[src/rtl/uart_batch_receiver_pkg.sv]
// uart_batch_receiver_pkg
//   Shared definitions for the UART batch receiver: the byte-decoder state
//   encoding and the oversampling tick constants used by uart_rx_deser.
package uart_batch_receiver_pkg;

  typedef enum logic [1:0] {
    ST_IDLE  = 2'd0,
    ST_START = 2'd1,
    ST_DATA  = 2'd2,
    ST_STOP  = 2'd3
  } rx_state_t;

  // The start bit is re-checked on the 8th tick after detection (tick index 7),
  // which lands near the middle of the start bit at 16x oversampling.
  localparam int START_SAMPLE_TICKS = 7;
  localparam int BIT_TICKS          = 16;

endpackage

[src/rtl/uart_rx_deser.sv]
// uart_rx_deser
//   Decodes one UART frame (start, DBITS data LSB first, one stop bit) from
//   the synchronized serial line, advancing only on 16x sample ticks.
//   Ports:
//     clk_100MHz  in   clock
//     reset_n     in   async active-low reset
//     rx_sync     in   synchronized serial line
//     tick        in   one-clock 16x sample tick
//     byte_data   out  last decoded byte
//     byte_done   out  one-clock pulse: byte received with a valid stop bit
//     byte_err    out  one-clock pulse: stop bit sampled low, byte discarded
//     rx_idle     out  decoder is waiting for a start bit
//
//   state    | meaning
//   ---------+---------------------------------------------------
//   ST_IDLE  | line idle, waiting for rx low on a tick
//   ST_START | counting to mid start bit, re-checking rx low
//   ST_DATA  | sampling one data bit every BIT_TICKS ticks
//   ST_STOP  | waiting SB_TICK ticks, then sampling the stop bit
module uart_rx_deser
  import uart_batch_receiver_pkg::*;
#(
  parameter int DBITS   = 8,
  parameter int SB_TICK = 16
) (
  input  logic             clk_100MHz,
  input  logic             reset_n,
  input  logic             rx_sync,
  input  logic             tick,
  output logic [DBITS-1:0] byte_data,
  output logic             byte_done,
  output logic             byte_err,
  output logic             rx_idle
);

  // Tick counter is wide enough for SB_TICK up to 32.
  localparam int TW = 5;
  localparam int NW = (DBITS > 1) ? $clog2(DBITS) : 1;

  rx_state_t        state_q, state_d;
  logic [TW-1:0]    s_q, s_d;
  logic [NW-1:0]    n_q, n_d;
  logic [DBITS-1:0] b_q, b_d;
  logic             done_d, err_d;

  always_ff @(posedge clk_100MHz or negedge reset_n) begin
    if (!reset_n) begin
      state_q   <= ST_IDLE;
      s_q       <= '0;
      n_q       <= '0;
      b_q       <= '0;
      byte_done <= 1'b0;
      byte_err  <= 1'b0;
    end else begin
      state_q   <= state_d;
      s_q       <= s_d;
      n_q       <= n_d;
      b_q       <= b_d;
      byte_done <= done_d;
      byte_err  <= err_d;
    end
  end

  always_comb begin
    state_d = state_q;
    s_d     = s_q;
    n_d     = n_q;
    b_d     = b_q;
    done_d  = 1'b0;
    err_d   = 1'b0;
    if (tick) begin
      case (state_q)
        ST_IDLE: begin
          if (!rx_sync) begin
            state_d = ST_START;
            s_d     = '0;
          end
        end
        ST_START: begin
          if (s_q == TW'(START_SAMPLE_TICKS)) begin
            if (!rx_sync) begin
              state_d = ST_DATA;
              s_d     = '0;
              n_d     = '0;
            end else begin
              // Line went back high: treat as a glitch, silently.
              state_d = ST_IDLE;
            end
          end else begin
            s_d = s_q + TW'(1);
          end
        end
        ST_DATA: begin
          if (s_q == TW'(BIT_TICKS - 1)) begin
            s_d = '0;
            b_d = {rx_sync, b_q[DBITS-1:1]};
            if (n_q == NW'(DBITS - 1)) begin
              state_d = ST_STOP;
            end else begin
              n_d = n_q + NW'(1);
            end
          end else begin
            s_d = s_q + TW'(1);
          end
        end
        ST_STOP: begin
          if (s_q == TW'(SB_TICK - 1)) begin
            state_d = ST_IDLE;
            if (rx_sync) done_d = 1'b1;
            else         err_d  = 1'b1;
          end else begin
            s_d = s_q + TW'(1);
          end
        end
        default: state_d = ST_IDLE;
      endcase
    end
  end

  assign byte_data = b_q;
  assign rx_idle   = (state_q == ST_IDLE);

endmodule

[src/rtl/uart_batch_receiver.sv]
// uart_batch_receiver
//   Receives UART bytes and packs BATCH_BYTES of them into one word, first
//   byte in the most significant lane, presented with a valid/ready handshake.
//   Optional feature macro: UART_BATCH_TIMEOUT_EN (drops a partial batch after
//   TIMEOUT_TICKS idle sample ticks and pulses timeout_err).
//   Ports:
//     clk_100MHz   in   clock
//     reset_n      in   async active-low reset
//     rx           in   asynchronous serial line, idle high
//     batch_out    out  completed batch
//     batch_valid  out  batch_out holds an unconsumed batch
//     batch_ready  in   consumer accepts batch_out this cycle
//     byte_count   out  bytes in the current partial batch
//     frame_err    out  pulse: stop bit low, partial batch dropped
//     overrun_err  out  pulse: batch completed while previous one unconsumed
//     timeout_err  out  pulse: partial batch dropped after idle timeout
module uart_batch_receiver
  import uart_batch_receiver_pkg::*;
#(
  parameter int DBITS         = 8,
  parameter int SB_TICK       = 16,
  parameter int BATCH_BYTES   = 4,
  parameter int BR_LIMIT      = 54,
  parameter int TIMEOUT_TICKS = 640
) (
  input  logic                             clk_100MHz,
  input  logic                             reset_n,
  input  logic                             rx,
  output logic [DBITS*BATCH_BYTES-1:0]     batch_out,
  output logic                             batch_valid,
  input  logic                             batch_ready,
  output logic [$clog2(BATCH_BYTES+1)-1:0] byte_count,
  output logic                             frame_err,
  output logic                             overrun_err,
  output logic                             timeout_err
);

  localparam int BW  = DBITS * BATCH_BYTES;
  localparam int CW  = $clog2(BATCH_BYTES + 1);
  localparam int BRW = (BR_LIMIT > 1) ? $clog2(BR_LIMIT) : 1;

  logic             rx_meta, rx_sync;
  logic [BRW-1:0]   br_cnt;
  logic             tick;
  logic [DBITS-1:0] byte_data;
  logic             byte_done, byte_err, rx_idle;
  logic [BW-1:0]    batch_shift;
  logic             timeout_hit;

  always_ff @(posedge clk_100MHz or negedge reset_n) begin
    if (!reset_n) begin
      rx_meta <= 1'b1;
      rx_sync <= 1'b1;
    end else begin
      rx_meta <= rx;
      rx_sync <= rx_meta;
    end
  end

  assign tick = (br_cnt == BRW'(BR_LIMIT - 1));

  always_ff @(posedge clk_100MHz or negedge reset_n) begin
    if (!reset_n)  br_cnt <= '0;
    else if (tick) br_cnt <= '0;
    else           br_cnt <= br_cnt + BRW'(1);
  end

  uart_rx_deser #(
    .DBITS   (DBITS),
    .SB_TICK (SB_TICK)
  ) u_deser (
    .clk_100MHz (clk_100MHz),
    .reset_n    (reset_n),
    .rx_sync    (rx_sync),
    .tick       (tick),
    .byte_data  (byte_data),
    .byte_done  (byte_done),
    .byte_err   (byte_err),
    .rx_idle    (rx_idle)
  );

`ifdef UART_BATCH_TIMEOUT_EN
  localparam int TOW = $clog2(TIMEOUT_TICKS + 1);
  logic [TOW-1:0] idle_cnt;

  assign timeout_hit = tick && rx_idle && (byte_count != '0) &&
                       (idle_cnt == TOW'(TIMEOUT_TICKS - 1));

  // Any activity on the line (decoder leaving idle) restarts the idle count.
  always_ff @(posedge clk_100MHz or negedge reset_n) begin
    if (!reset_n)                          idle_cnt <= '0;
    else if (!rx_idle || byte_count == '0) idle_cnt <= '0;
    else if (tick)                         idle_cnt <= timeout_hit ? '0 : idle_cnt + TOW'(1);
  end
`else
  // TIMEOUT_TICKS is always positive, so this is a constant 0; the terms only
  // keep the otherwise unused parameter and decoder status referenced.
  assign timeout_hit = rx_idle & (TIMEOUT_TICKS < 0);
`endif

  always_ff @(posedge clk_100MHz or negedge reset_n) begin
    if (!reset_n) begin
      batch_shift <= '0;
      batch_out   <= '0;
      batch_valid <= 1'b0;
      byte_count  <= '0;
      frame_err   <= 1'b0;
      overrun_err <= 1'b0;
      timeout_err <= 1'b0;
    end else begin
      frame_err   <= 1'b0;
      overrun_err <= 1'b0;
      timeout_err <= 1'b0;
      if (batch_valid && batch_ready) batch_valid <= 1'b0;
      if (byte_err) begin
        byte_count <= '0;
        frame_err  <= 1'b1;
      end else if (byte_done) begin
        batch_shift <= {batch_shift[BW-DBITS-1:0], byte_data};
        if (byte_count == CW'(BATCH_BYTES - 1)) begin
          byte_count <= '0;
          // A handshake completing this cycle frees the slot for the new batch.
          if (!batch_valid || batch_ready) begin
            batch_out   <= {batch_shift[BW-DBITS-1:0], byte_data};
            batch_valid <= 1'b1;
          end else begin
            overrun_err <= 1'b1;
          end
        end else begin
          byte_count <= byte_count + CW'(1);
        end
      end else if (timeout_hit) begin
        byte_count  <= '0;
        timeout_err <= 1'b1;
      end
    end
  end

endmodule

[config.mk]
export PLATFORM = sky130hd
export DESIGN_NAME = uart_batch_receiver
export DESIGN_NICKNAME = d
export VERILOG_FILES = /design/src/rtl/uart_batch_receiver_pkg.sv /design/src/rtl/uart_rx_deser.sv /design/src/rtl/uart_batch_receiver.sv
export SDC_FILE = /design/constraint.sdc
export NUM_CORES = 1
export LEC_CHECK = 0
export ABC_AREA = 1
export BUFFER_PORTS_ARGS = -buffer_cell sky130_fd_sc_hd__buf_4
export CAP_MARGIN = 30
export CORE_MARGIN = 2
export CORE_UTILIZATION = 42
export CTS_CLUSTER_SIZE = 28
export DETAILED_ROUTE_END_ITERATION = 8
export SLEW_MARGIN = 20
export SYNTH_ARGS = -nofsm -noshare
export SYNTH_HDL_FRONTEND = slang
export SYNTH_SLANG_ARGS = --single-unit
export TNS_END_PERCENT = 100
[constraint.sdc]
create_clock -name clk_100MHz -period 1.5 [get_ports clk_100MHz]
set_input_delay 0.075 -clock clk_100MHz [delete_from_list [all_inputs] [get_ports clk_100MHz]]
set_output_delay 0.075 -clock clk_100MHz [all_outputs]
set_load 0.01 [all_outputs]
After elaboration in Yosys (flattened, before gate mapping) --
Cells that the tools add are included.
Word-level totals: input port bits 4, output and inout bits 39, register bits after elaboration 90, logic and storage cells 87
Operators by class: reductions and logical operators 12, mux-type cells 39, equality and inequality tests 16, add/sub/neg operators 4, bitwise operators 1
Operators with widths (number):
- 3-bit two-way mux | 7
- 5-bit two-way mux | 4
- 5-bit case mux with 4 select lines | 1
- 1-bit two-way mux | 18
- 2-bit two-way mux | 6
- 6-bit AND reduction | 2
- 2-bit by 1-bit inequality test with 1-bit output (second input constant) | 4
- 2-bit inequality test (second input constant) | 4
- 2-bit case mux with 4 select lines | 1
- 3-bit by 1-bit adder with 3-bit output (second input constant) | 2
- 6-bit by 1-bit adder with 6-bit output (second input constant) | 1
- 6-bit == test (second input constant) | 1
- 6-bit two-way mux | 1
- 3-bit case mux with 2 select lines | 1
- 5-bit by 1-bit adder with 5-bit output (second input constant) | 1
- 5-bit by 3-bit == test with 1-bit output (second input constant) | 1
- 5-bit by 4-bit == test with 1-bit output (second input constant) | 1
- 2-bit == test (second input constant) | 2
- 2-bit AND reduction | 2
- 4-bit AND reduction | 1
- 2-bit nonzero test | 2
- 3-bit by 2-bit == test with 1-bit output (second input constant) | 1
- 3-bit == test (second input constant) | 1
- 3-bit AND reduction | 1
- other kinds (6) | 6

Longest topological paths before layout --
depth after elaboration 6, mapped depth 12, mapped depth without buffers 12

Modules after synthesis --
From an unflattened synthesis, not the netlist that was laid out.
Second synthesis, totals: cell total of the unflattened synthesis 431, area, all modules 3776.1 µm²
By module, submodules not included:
- uart_batch_receiver | instances 1, area an instance 2748.9 µm², cells an instance 306, seq. area each 1754.2 µm²
- uart_rx_deser | instances 1, area an instance 1027.2 µm², cells an instance 125, seq. area each 500.5 µm²

Worst setup path after synthesis --
No wires, ideal clock.
path type flip-flop to flip-flop, start register u_deser.s_q[0], end register u_deser.s_q[0], setup slack -35 ps, cell stages (with the launch flop) 13, data arrival time 1417 ps, required time 1382 ps, library setup time 118 ps, period minus slack after synthesis 1535 ps, path buffers 0, cells stage by stage dfrtp_1 ha_1 nand2_1 nor2_1 ha_1 inv_1 nor2_1 inv_1 nand2_2 inv_1 nand2_1 nand2_1 nand2_1
On the way: word-level cells in the longest chain between the ends 3, elaborated cells between the ends (all ways) 10, those cells by class 1 x add/sub; 3 x eq/ne; 5 x mux; 1 x reduce/logical
Ends and longest elaborated chain:
- start: declaration | line uart_rx_deser.sv:41 | logic [TW-1:0] s_q, s_d;
- start signal: assignment | line uart_rx_deser.sv:49 | s_q <= '0;
- start signal: assignment | line uart_rx_deser.sv:56 | s_q <= s_d;
- 5-bit by 1-bit adder with 5-bit output, or another cell as far along | line uart_rx_deser.sv:90, uart_rx_deser.sv:103, uart_rx_deser.sv:112
- 5-bit two-way mux, or another cell as far along | line uart_rx_deser.sv:107 | if (s_q == TW'(SB_TICK - 1)) begin
- 5-bit case mux with 4 select lines or 2-bit AND reduction (tied branches)
Parallel ways exist; a longest one is shown, timed or not. The select of a mux whose other input is x is not followed. A chain may end at the register's enable or synchronous reset.

Worst setup path after layout --
start register u_deser.s_q[1], end register u_deser.s_q[1]
Same word-level chain as after synthesis.

==> results.yml <==
status:
  status: "finished, violations left"
  violations: "setup timing"
power_and_ir_drop:
  p_seq_share_pct: 58.7
  max-vdd-ir-drop_uv: 513
  p_sw_mw: 0.914
  combPwrFrac_pct: 1.9
  internal_power_mw: 3.23
  sw_frac_of_total_pct: 22.1
  p_leak_nw: 2.32
  clockPowerShare_pct: 39.4
  power_mw: 4.14
  powerDensity_nw_per_um2: 874
synthesis:
  synth_edf_count: 0
  avgSynthCellArea_um2: 9.62
  synth_seq_cells: 90
  synth_cell_type_count: 29
  synth_ff_type: "dfrtp_1"
  netlist_area_um2: 3850
  seq_area_frac_synth_pct: 58.6
  ys_top_cells_by_area: "dfrtp_1 57%, nand2_1 12%, o21ai_2 5.2%, inv_1 4.3%, o21ai_0 4.0%"
  syn_nets: 412
  synth_common_cells: "118 x nand2_1, 88 x dfrtp_1, 44 x inv_1"
  synthArstFlopShare_pct: 100
  syn_inst: 400
  yosysWarningCount: 0
  yosysMostFrequentCell: "nand2_1"
  yosysTopAreaCell: "dfrtp_1"
  synthDominantCellAreaShare_pct: 57.3
placement:
  placed_cells: 548
  pre_cts_slack_ns: -0.124
  gp_congestion: 0.750
  place_hpwl_mm: 4.82
  port_buffers: 41
  post_dp_cell_area_um2: 4340
global_routing:
  antenna_found_initial: 0
  grt_max_degree: 49
  globalRouteOverflowTotal: 0
  grt_use_total_pct: 15.3
  grt_pass1_vias: 2651
  grt_pass1_wl_mm: 12.2
worst_setup_path:
  start_kind: "flip-flop"
  cpMaxStageDelayCell: "dfrtp_1"
  path_delay_family: "simple AND/OR/NAND/NOR gates"
  critical_path_arrival_ns: 1.74
  max_stage_delay_ns: 0.40
  cp_max_fo: 4
  r2r_cells: 8
  worstPathCellList: "ha_4, nand2_4, nor2_4, ha_4, nor2_2, nand3b_1, nand3_1, nand2_1"
  path_depth: 8
  crit_path_end_kind: "flip-flop"
  cp.buffers_inverters: 0
  criticalPathCategory: "reg -> reg"
  required_ns: 1.74
  cpMostUsedCell: "ha_4"
detailed_routing:
  vias: 2687
  wl_per_cell_um: 12.1
  wl_mm: 7.00
  avgViaCountPerCell: 4.66
  firstDrtPassIters: 4
  drc: 0
  final_antenna_net_count: 0
  drtIter0Drc: 63
die:
  fp.dieH_um: 99.7
  die_x_um: 99.7
  io_pins: 43
  core_area_um2: 8810
  num_rows: 34
  die_area_um2: 9940
  start_util_pct: 43.7
final_layout:
  multi_input_area_um2: 1420
  fill_cells: 829
  fin_cells: 577
  n_antenna_cell: 0
  nets: 476
  design_area_um2: 4740
  seq_area_um2: 2250
  finish.utilization_pct: 53.8
  layout-drive-gt1-share_pct: 29.4
  area_delta_synth_final_pct: 23.2
hold_path:
  hold_path.class: "in -> async"
clock_tree:
  cts_root_buffer: "clkbuf_8"
  path_clk_slew_ns: 0.10
  cts_tree: "yes"
  clk_latency_ns: 0.35
  cts_buffers: 9
  cts_htree_levels: 3
  cts_buffer_depth: 2
  clock-sinks: 90
sta:
  holdWs_ns: 0.210
  finalHoldViolations: 0
  fmax_ghz: 0.666
  rsz0062_at_grt: "yes"
  min_period_ns: 1.50
  setup_viol: 3
  fin_setup_tns_ns: -0.00533
  setup_ws_ns: -0.00203
  slew_viol_final: 0
  skew_ns: 0.0141
  finalCritPeriodShare_pct: 100
job:
  cap_viol_max_count: 0
-- metal layers --
metal  wire length (µm)  GRT usage [%]  vias up
li1                   -              -     1388
met1               3370           20.9     1251
met2               3310           23.9       38
met3                209           3.30       10
met4                109           6.01        0
met5                  0              0        -
-- flip-flops by register name, summed over array words and instances, names as in the netlist, 3 cells and up, named ones only --
signal             flops
batch_out             32
batch_shift           24
u_deser.byte_data      8
br_cnt                 6
u_deser.s_q            5
byte_count             3
u_deser.n_q            3
-- layout make-up --
type                            instances  area share, %
Clock inverter                          6           1.37
Inverter                               45           3.62
Sequential cell                        90           47.6
Multi-Input combinational cell        250           29.9
Clock buffer                           10           2.69
Timing Repair Buffer                   68           11.9
Tap cell                              108           2.85
-- worst paths after layout --
kind                                   to            from  slack (ns)
max                        u_deser.s_q[1]  u_deser.s_q[1]      -0.002
max in group asynchronous  batch_shift[5]         reset_n        0.75
max reg2reg                u_deser.s_q[1]  u_deser.s_q[1]      -0.002
min                         byte_count[0]         reset_n        0.21
min reg2reg                       rx_sync         rx_meta        0.36
min in group clk_100MHz     batch_out[24]     batch_ready        0.22
-- cells by family after synthesis --
kind of cell | Yosys count | share of synthesized area, %
adder cells (fa/ha/maj) | 8 | 2.60
other | 1 | 0.0975
XOR/XNOR | 2 | 0.456
buffers and inverters | 60 | 7.25
flip-flops | 90 | 58.6
AO/OA/AOI/OAI | 63 | 10.6
AND/OR/NAND/NOR | 176 | 20.4
-- placed cells by master (no fill, tap or decap), types with 4 or more instances in the layout --
cell	count
buf_12	4
clkbuf_8	9
ha_1	6
nand2_2	11
nor2_1	17
nand2_1	111
buf_4	62
nor2_4	5
nand3_1	15
inv_1	41
dfrtp_1	88
o21ai_2	23
o21ai_0	26
o21ai_1	11
nand3b_1	6
-- power by group through the flow --
stage | Combinational (mW) | Clock (mW) | Sequential [mW]
after floorplan | 0.00815 | 0 | 2.48
after global placement | 0.0778 | 0 | 2.48
after detailed placement | 0.0781 | 0 | 2.48
after CTS | 0.0832 | 1.68 | 2.43
after global routing | 0.0940 | 1.79 | 2.43
final | 0.0798 | 1.63 | 2.43
-- repair_timing --
item                                    in CTS  in global routing
pin swaps                                   18                 11
gates cloned                                 0                  0
resized for setup                           11                 22
endpoints found under the hold margin       30                  0
endpoints found under the setup margin      22                 48
hold buffers                                 2                  0
buffers inserted                             3                  8
(Power assumes the default switching activity.)
